[config.mk]
export PLATFORM = sky130hd
export DESIGN_NAME = store_narrow_rmw_flat
export DESIGN_NICKNAME = d
export VERILOG_FILES = /design/src/rtl/legv8_mem_pkg.sv /design/src/rtl/store_narrow_rmw_if.sv /design/src/rtl/store_narrow_rmw_lane_merge.sv /design/src/rtl/store_narrow_rmw.sv /design/src/flat_wrapper.sv
export SDC_FILE = /design/constraint.sdc
export NUM_CORES = 1
export LEC_CHECK = 0
export ABC_AREA = 1
export ABC_CLOCK_PERIOD_IN_PS = 1500
export BUFFER_PORTS_ARGS = -buffer_cell sky130_fd_sc_hd__buf_2
export CORE_MARGIN = 4
export CORE_UTILIZATION = 40
export DETAILED_ROUTE_END_ITERATION = 7
export PLACE_DENSITY = 0.66
export SETUP_SLACK_MARGIN = 0.05
export SLEW_MARGIN = 20
export SYNTH_ARGS = -nofsm -noshare
export SYNTH_HDL_FRONTEND = slang
export SYNTH_HIERARCHICAL = 1
export SYNTH_SLANG_ARGS = --single-unit
[constraint.sdc]
create_clock -name clk -period 1.5 [get_ports clk]
set_clock_uncertainty 0.1 [all_clocks]
set_input_delay 0.375 -clock clk [delete_from_list [all_inputs] [get_ports clk]]
set_output_delay 0.375 -clock clk [all_outputs]
set_load 0.01 [all_outputs]
[src/rtl/legv8_mem_pkg.sv]
`default_nettype none
// ============================================================================
// Module : legv8_mem_pkg
// Brief  : Store-size encodings, store FSM states and lane helpers for the
//          LEGv8 data-memory store path.
// Rev    : 1.0
// ============================================================================
package legv8_mem_pkg;

    localparam logic [1:0] SZ_B = 2'b00;
    localparam logic [1:0] SZ_H = 2'b01;
    localparam logic [1:0] SZ_W = 2'b10;
    localparam logic [1:0] SZ_D = 2'b11;

    localparam int DW_BYTES = 8;

    typedef enum logic [2:0] {
        ST_IDLE    = 3'd0,
        ST_RD_REQ  = 3'd1,
        ST_RD_WAIT = 3'd2,
        ST_WRITE   = 3'd3,
        ST_DONE    = 3'd4
    } state_t;

    // Lanes covered by a store of the given size, starting at lane 0.
    function automatic logic [7:0] size_lanes(input logic [1:0] size);
        case (size)
            SZ_B:    return 8'h01;
            SZ_H:    return 8'h03;
            SZ_W:    return 8'h0F;
            default: return 8'hFF;
        endcase
    endfunction

    // Address bits that must be zero for a naturally aligned store.
    function automatic logic [2:0] size_low_mask(input logic [1:0] size);
        case (size)
            SZ_B:    return 3'b000;
            SZ_H:    return 3'b001;
            SZ_W:    return 3'b011;
            default: return 3'b111;
        endcase
    endfunction

endpackage
`default_nettype wire

[src/rtl/store_narrow_rmw_if.sv]
`default_nettype none
// ============================================================================
// Module : store_narrow_rmw_if
// Brief  : Request and data-memory bundle for the store width narrower.
// Rev    : 1.0
// ============================================================================
interface store_narrow_rmw_if #(
    parameter int ADDR_W = 64
);
    logic              req_valid;
    logic              req_ready;
    logic [ADDR_W-1:0] req_addr;
    logic [63:0]       req_data;
    logic [1:0]        req_size;
    logic [ADDR_W-1:0] mem_addr;
    logic              mem_rd;
    logic              mem_rvalid;
    logic [63:0]       mem_rdata;
    logic              mem_wr;
    logic [63:0]       mem_wdata;
    logic              done;
    logic              misalign_err;

    // Environment side: issues requests and answers memory reads.
    modport master (
        output req_valid, req_addr, req_data, req_size, mem_rvalid, mem_rdata,
        input  req_ready, mem_addr, mem_rd, mem_wr, mem_wdata, done, misalign_err
    );

    // Store block side.
    modport slave (
        input  req_valid, req_addr, req_data, req_size, mem_rvalid, mem_rdata,
        output req_ready, mem_addr, mem_rd, mem_wr, mem_wdata, done, misalign_err
    );
endinterface
`default_nettype wire

[src/rtl/store_narrow_rmw_lane_merge.sv]
`default_nettype none
// ============================================================================
// Module : store_lane_merge
// Brief  : Combinational little-endian byte-lane merge of narrowed store data
//          into an existing doubleword.
// Rev    : 1.0
// ============================================================================
module store_lane_merge
    import legv8_mem_pkg::*;
(
    input  wire logic [63:0] old_i,
    input  wire logic [63:0] new_i,
    input  wire logic [1:0]  size_i,
    input  wire logic [2:0]  offset_i,
    output logic      [63:0] merged_o,
    output logic      [7:0]  mask_o
);
    logic [63:0] shifted;
    logic [63:0] byte_mask;

    // Source bits above the store width land in masked-off lanes, giving truncation.
    always_comb begin
        mask_o    = size_lanes(size_i) << offset_i;
        shifted   = new_i << {offset_i, 3'b000};
        byte_mask = '0;
        for (int k = 0; k < DW_BYTES; k++) begin
            byte_mask[8*k +: 8] = {8{mask_o[k]}};
        end
        merged_o  = (old_i & ~byte_mask) | (shifted & byte_mask);
    end
endmodule
`default_nettype wire

[src/rtl/store_narrow_rmw.sv]
`default_nettype none
// ============================================================================
// Module : store_narrow_rmw
// Brief  : Store-side width narrower; read-modify-write for byte/half/word
//          stores, direct write for doubleword. Option macro:
//          STORE_NARROW_ALIGN_CHECK_EN (reject misaligned stores).
// Rev    : 1.0
// ============================================================================
module store_narrow_rmw
    import legv8_mem_pkg::*;
#(
    parameter int ADDR_W = 64
) (
    input  wire logic        clk,
    input  wire logic        rst_n,
    store_narrow_rmw_if.slave bus
);
    state_t            state_q, state_d;
    logic [ADDR_W-4:0] addr_hi_q;
    logic [2:0]        offset_q;
    logic [1:0]        size_q;
    logic [63:0]       data_q;
    logic [63:0]       wdata_q;
    logic              err_q;

    logic              accept;
    logic              misalign;
    logic [2:0]        low_mask;
    logic [63:0]       merged;
    logic [7:0]        lane_mask_unused;

    assign accept   = (state_q == ST_IDLE) && bus.req_valid;
    assign low_mask = size_low_mask(bus.req_size);

`ifdef STORE_NARROW_ALIGN_CHECK_EN
    assign misalign = |(bus.req_addr[2:0] & low_mask);
`else
    assign misalign = 1'b0;
`endif

    store_lane_merge u_merge (
        .old_i    (bus.mem_rdata),
        .new_i    (data_q),
        .size_i   (size_q),
        .offset_i (offset_q),
        .merged_o (merged),
        .mask_o   (lane_mask_unused)
    );

    always_ff @(posedge clk or negedge rst_n) begin
        if (!rst_n) begin
            state_q <= ST_IDLE;
        end else begin
            state_q <= state_d;
        end
    end

    always_comb begin
        state_d = state_q;
        case (state_q)
            ST_IDLE: begin
                if (bus.req_valid) begin
                    // A rejected request still passes through DONE so req_ready drops for a cycle.
                    if (misalign)                  state_d = ST_DONE;
                    else if (bus.req_size == SZ_D) state_d = ST_WRITE;
                    else                           state_d = ST_RD_REQ;
                end
            end
            ST_RD_REQ:  state_d = ST_RD_WAIT;
            ST_RD_WAIT: if (bus.mem_rvalid) state_d = ST_WRITE;
            ST_WRITE:   state_d = ST_DONE;
            ST_DONE:    state_d = ST_IDLE;
            default:    state_d = ST_IDLE;
        endcase
    end

    always_comb begin
        bus.req_ready = (state_q == ST_IDLE);
        bus.mem_rd    = (state_q == ST_RD_REQ);
        bus.mem_wr    = (state_q == ST_WRITE);
        bus.done      = (state_q == ST_DONE) && !err_q;
`ifdef STORE_NARROW_ALIGN_CHECK_EN
        bus.misalign_err = (state_q == ST_DONE) && err_q;
`else
        bus.misalign_err = 1'b0;
`endif
        bus.mem_addr  = {addr_hi_q, 3'b000};
        bus.mem_wdata = wdata_q;
    end

    always_ff @(posedge clk or negedge rst_n) begin
        if (!rst_n) begin
            addr_hi_q <= '0;
            offset_q  <= '0;
            size_q    <= SZ_B;
            data_q    <= '0;
            wdata_q   <= '0;
            err_q     <= 1'b0;
        end else if (accept) begin
            addr_hi_q <= bus.req_addr[ADDR_W-1:3];
            offset_q  <= bus.req_addr[2:0] & ~low_mask;
            size_q    <= bus.req_size;
            data_q    <= bus.req_data;
            err_q     <= misalign;
            if (bus.req_size == SZ_D && !misalign) begin
                wdata_q <= bus.req_data;
            end
        end else if (state_q == ST_RD_WAIT && bus.mem_rvalid) begin
            wdata_q <= merged;
        end
    end
endmodule
`default_nettype wire

[src/flat_wrapper.sv]
// flat-port wrapper written by rule: the top's interface ports become plain ports
module store_narrow_rmw_flat import legv8_mem_pkg::*;
#(
    parameter int ADDR_W = 64
)
  (clk, rst_n, bus_req_valid, bus_req_addr, bus_req_data, bus_req_size, bus_mem_rvalid, bus_mem_rdata, bus_req_ready, bus_mem_addr, bus_mem_rd, bus_mem_wr, bus_mem_wdata, bus_done, bus_misalign_err);
  store_narrow_rmw_if #(.ADDR_W(ADDR_W)) bus_i ();
  input  wire logic clk;
  input  wire logic rst_n;
  input wire logic [$bits(bus_i.req_valid)-1:0] bus_req_valid;
  input wire logic [$bits(bus_i.req_addr)-1:0] bus_req_addr;
  input wire logic [$bits(bus_i.req_data)-1:0] bus_req_data;
  input wire logic [$bits(bus_i.req_size)-1:0] bus_req_size;
  input wire logic [$bits(bus_i.mem_rvalid)-1:0] bus_mem_rvalid;
  input wire logic [$bits(bus_i.mem_rdata)-1:0] bus_mem_rdata;
  output wire logic [$bits(bus_i.req_ready)-1:0] bus_req_ready;
  output wire logic [$bits(bus_i.mem_addr)-1:0] bus_mem_addr;
  output wire logic [$bits(bus_i.mem_rd)-1:0] bus_mem_rd;
  output wire logic [$bits(bus_i.mem_wr)-1:0] bus_mem_wr;
  output wire logic [$bits(bus_i.mem_wdata)-1:0] bus_mem_wdata;
  output wire logic [$bits(bus_i.done)-1:0] bus_done;
  output wire logic [$bits(bus_i.misalign_err)-1:0] bus_misalign_err;
  assign bus_i.req_valid = bus_req_valid;
  assign bus_i.req_addr = bus_req_addr;
  assign bus_i.req_data = bus_req_data;
  assign bus_i.req_size = bus_req_size;
  assign bus_i.mem_rvalid = bus_mem_rvalid;
  assign bus_i.mem_rdata = bus_mem_rdata;
  assign bus_req_ready = bus_i.req_ready;
  assign bus_mem_addr = bus_i.mem_addr;
  assign bus_mem_rd = bus_i.mem_rd;
  assign bus_mem_wr = bus_i.mem_wr;
  assign bus_mem_wdata = bus_i.mem_wdata;
  assign bus_done = bus_i.done;
  assign bus_misalign_err = bus_i.misalign_err;
  store_narrow_rmw #(.ADDR_W(ADDR_W)) u_core (.clk(clk), .rst_n(rst_n), .bus(bus_i));
endmodule
Word-level counts from Yosys, hierarchy flattened
Cells that the tools add are included.
- bits in registers: 197
- bits of input ports: 198
- output and inout port bits: 133
- word-level logic and storage cells: 43
- equality and inequality tests: 12
- shift-type cells: 2
- muxes and demuxes: 9
- bitwise gates (word level): 6
- reductions and logical operators: 8
- operator list (operator ; number):
    2-to-1 mux 64 bit ; 3
    bitwise AND 64 bit ; 2
    NOT 64 bit ; 1
    bitwise OR 64 bit ; 1
    << shifter 64 x 6 -> 64 bit ; 1
    case mux 8 bit (3 select lines) ; 1
    case mux 3 bit (4 select lines) ; 1
    case mux 3 bit (3 select lines) ; 1
    << shifter 8 x 3 -> 8 bit ; 1
    == test 2 bit, second input constant ; 3
    == test 3 x 2 -> 1 bit, second input constant ; 2
    2-to-1 mux 3 bit ; 2
    inequality test 2 bit, second input constant ; 3
    == test 2 x 1 -> 1 bit, second input constant ; 2
    zero test 2 bit ; 2
    AND reduction 2 bit ; 2
    bitwise AND 3 bit ; 1
    == test 3 x 1 -> 1 bit, second input constant ; 1
    == test 3 bit, second input constant ; 1
    zero test 3 bit ; 1
    NOT 3 bit ; 1
    logical AND 1 bit ; 2
    2-to-1 mux 2 bit ; 1
    nonzero test 2 bit ; 1

Logic depth before layout (Yosys ltp)
- depth in word-level cells: 8
- mapped depth: 14
- gate-level depth less buffers: 11

Cells and area by module
Netlist, hierarchy kept.
- by module, submodules not included (module ; instances ; cells an instance ; area each (µm²) ; sequential area each (µm²)):
    store_narrow_rmw ; 1 ; 1004 ; 8366.8 ; 4929.7
    store_lane_merge ; 1 ; 604 ; 2641.3 ; 0.0

Least setup slack after synthesis
OpenSTA, ideal clock, no wires.
- path type: reg2reg
- from: register u_core.offset_q[0]
- to: register u_core.wdata_q[31] (netlist: u_core/bus.mem_wdata[31])
- setup time: 0.065 ns
- arrival: 1.392 ns
- required time: 1.335 ns
- slack: -0.057 ns
- cell stages (with the launch flop): 14
- buffers on the path: 2
- clock period less this slack: 1.557 ns
- cell sequence: dfrtp_1 buf_6 nor2_2 nor2_2 nor2_4 inv_2 nand2_2 buf_6 nand2_1 o21ai_1 nand2_1 nand2_1 nand2_1 nand2_1
- word-level cells in the longest chain between the ends: 6
- elaborated cells between the ends (all ways): 8
- those cells by class: shift: 2; mux: 2; bitwise: 4
- RTL lines (item ; line ; text):
    start: declaration ; store_narrow_rmw.sv:20 ; logic [2:0] offset_q;
    start signal: assignment ; store_narrow_rmw.sv:101 ; offset_q <= bus.req_addr[2:0] & ~low_mask;
    parallel branches: the longest is 3 deep, another holds << shifter 64 x 6 -> 64 bit ; n/a ;
    bitwise OR 64 bit (*) ; store_narrow_rmw_lane_merge.sv:29 ; merged_o = (old_i & ~byte_mask) | (shifted & byte_mask);
    net u_core.merged[31] ; store_narrow_rmw.sv:29 ; logic [63:0] merged;
    2-to-1 mux 64 bit (*) ; store_narrow_rmw.sv:108 ; end else if (state_q == ST_RD_WAIT && bus.mem_rvalid) begin
    2-to-1 mux 64 bit (*) ; store_narrow_rmw.sv:99 ; end else if (accept) begin
    end signal: assignment ; store_narrow_rmw.sv:106 ; wdata_q <= bus.req_data;
    end signal: assignment ; store_narrow_rmw.sv:109 ; wdata_q <= merged;
    end: declaration ; store_narrow_rmw.sv:23 ; logic [63:0] wdata_q;
Mark *: on every way through the listed nets, which the timed path passes. The select of a mux whose other input is x is not followed.
A chain may end at the register's enable or synchronous reset.

Worst setup path in the final report
- from: register u_core.offset_q[0]
- to: register u_core.wdata_q[26] (netlist: u_core/bus.mem_wdata[26])
Same word-level chain as after synthesis.

==> run summary <==
Layout Area Growth over Synthesis: 58.70%
cell internal pwr: 22.76 mW
largest net degree at the start of global routing: 55
fmax: 0.5457 GHz
Max stage delay on crit path: 0.44 ns
critical path fanouts, max: 9
Root Driver: clkbuf_16
Synth Warn #: 6
later-pin clock latency in the skew report: 0.45 ns
Syn Inst Count: 1607
CP Capture Type: flip-flop
Rows: 60
commonest non-fill, non-tap cell in the layout: nand2_1
Max Cap Viol: 0
Filler Cell Count: 2381
end of the worst register-to-register path: u_core/bus.mem_wdata[26]
area of the multi-input gates: 6466 um2
First-pass DRT Iterations: 6
antenna violations before repair: 7
Pleak: 9.897 nW
total CTS buffers: 17
Nets: 2306
Place WS: -0.3725 ns
Placed Instances: 2338
commonest non-fill, non-tap cells in the layout: 799 x nand2_1, 308 x buf_2, 195 x dfrtp_1
hold-critical path depth: 3
Worst Hold Endpoint: u_core/addr_hi_q[45]
combinational power share: 66.2%
CTS tree: yes
Ports: 331
FF-to-FF path depth: 13
first-pass GRT wire length: 72.80 mm
CP max-delay cell: dfrtp_2
syn avg cell area: 6.848 um2
port bufs: 326
violated checks: negative setup slack
Die Width: 173.9 um
DP Wirelength: 32.90 mm
Max H-tree Level: 4
post-route setup TNS: -29.78 ns
hold slack: 0.01134 ns
clock network power share: 11.2%
fin crit share: 122.2%
fin worst setup slack: -0.3326 ns
Min-Delay Path Class: in2reg
core box area: 27030 um2
DRT Wirelength: 49.35 mm
R2R Setup Slk: -0.33 ns
R2R Path Start: u_core/offset_q[0]
Critical Path Source Type: flip-flop
sequential power share: 22.6%
crit path DAT: 2.13 ns
Die ar.: 30230 um2
clk slew on worst S/H paths: 0.09 ns
RSZ-0062 raised after global routing: true
Critical Path, Cell by Cell: buf_12, inv_6, buf_6, buf_8, nand2_1, nand3_1, nand2_1, buf_4, o21ai_1, nand2_1, nand2_2, nand2_1, nand2_1
Peak supply drop: 1.143 mV
sw frac: 48.12%
WL/cell: 20.02 um
final number of setup-violating endpoints: 183
DRT iter0 DRCs: 1334
crit-path most repeated cell: nand2_1
outcome: finished, violations left
Netlist Area Pre-Place: 11000 um2
Switch Pwr: 21.12 mW
Post-Layout Cell Count: 2465
clk buf depth: 2
fin area: 17460 um2
Crit Path Category: reg2reg
post-route ant nets: 0
hold path start: bus_req_addr[48]
CTS sink count: 197
via density per instance: 5.425
Overflow after GRT: 0
global placer's final weighted congestion: 1.006
Initial Util: 40.72%
Die Y: 173.9 um
Reg area: 4932 um2
power density over cell area: 2513 nW/um2
hold violation count in the final report: 0
CP required: 1.79 ns
Tmin final: 1.833 ns
via count: 13370
Post-Place Cell Area: 14240 um2
share of post-route cells with drive strength above 1: 40.88%
vias in the first global route: 12940
Max Slew Vio Count: 0
post-route DRC violation count: 0
GRT Util Overall: 30.48%
## power groups by stage
| stage | sequential [mW] | clock [mW] | combinational, mW |
|---|---|---|---|
| final | 9.91 | 4.91 | 29.1 |
| after global routing | 10.2 | 5.19 | 31.2 |
| after CTS | 9.78 | 4.98 | 26.3 |
| after detailed placement | 9.67 | 0 | 21.4 |
| after global placement | 9.73 | 0 | 21.1 |
| after floorplan | 9.95 | 0 | 11.9 |
## stage by stage
stage | util [%] | power, mW
finish | 64.62 | 43.88
floorplan | - | 21.81
global placement | 52.68 | 30.85
CTS | 61.65 | 41.05
global route | 64.61 | 46.54
detailed placement | 52.68 | 31.02
## sequential cells by signal (all words and copies together) (netlist names)
register and flops:
u_core/addr_hi_q 61, u_core/bus.mem_wdata 64, u_core/data_q 64, u_core/offset_q 3, u_core/size_q 2, u_core/state_q 3
## routing by layer
metal	GRT usage, %	wire length, um	up-vias
met4	12.14	1714	10
li1	-	-	6151
met2	50.89	24100	733
met3	6.979	4254	108
met1	38.43	19220	6370
met5	0	62	-
## area by class of cell
class	count	share of cell area, %
Clock buffer	17	2.436
Tap cell	341	2.443
Timing Repair inverter	1	0.09314
Multi-Input combinational cell	1290	37.03
Sequential cell	197	28.24
Antenna cell	3	0.04299
Timing Repair Buffer	577	27.67
Clock inverter	15	1.161
Inverter	24	0.8884
## worst max-delay path, delay by kind of cell (launching register included)
family / cells / cell delay, ns
DFF: 1 / 0.44
and+or+nand+nor: 7 / 0.49
buffers and inverters: 5 / 0.64
AOI/OAI and AO/OA: 1 / 0.13
## timing repair
| action | CTS | global route |
|---|---|---|
| pin swaps | 48 | 61 |
| hold buffers | 6 | 1 |
| hold endpoints to repair | 103 | 1 |
| resized for setup | 217 | 151 |
| cloned | 20 | 12 |
| endpoints found under the setup margin | 284 | 323 |
| setup buffers | 45 | 10 |
## worst max path at each step
stage / startpoint / depth (start not counted) / slack, ns / endpoint
2_1_floorplan: u_core/offset_q[0] / 13 / -0.02 / u_core/bus.mem_wdata[31]
3_3_place_gp: u_core/offset_q[1] / 13 / -0.34 / u_core/bus.mem_wdata[26]
3_5_place_dp: u_core/offset_q[1] / 13 / -0.37 / u_core/bus.mem_wdata[26]
4_1_cts: u_core/state_q[2] / 3 / -0.34 / bus_mem_rd
5_1_grt: u_core/offset_q[0] / 13 / -0.39 / u_core/bus.mem_wdata[40]
6_report: u_core/offset_q[0] / 13 / -0.33 / u_core/bus.mem_wdata[26]
(Power assumes the default switching activity.)
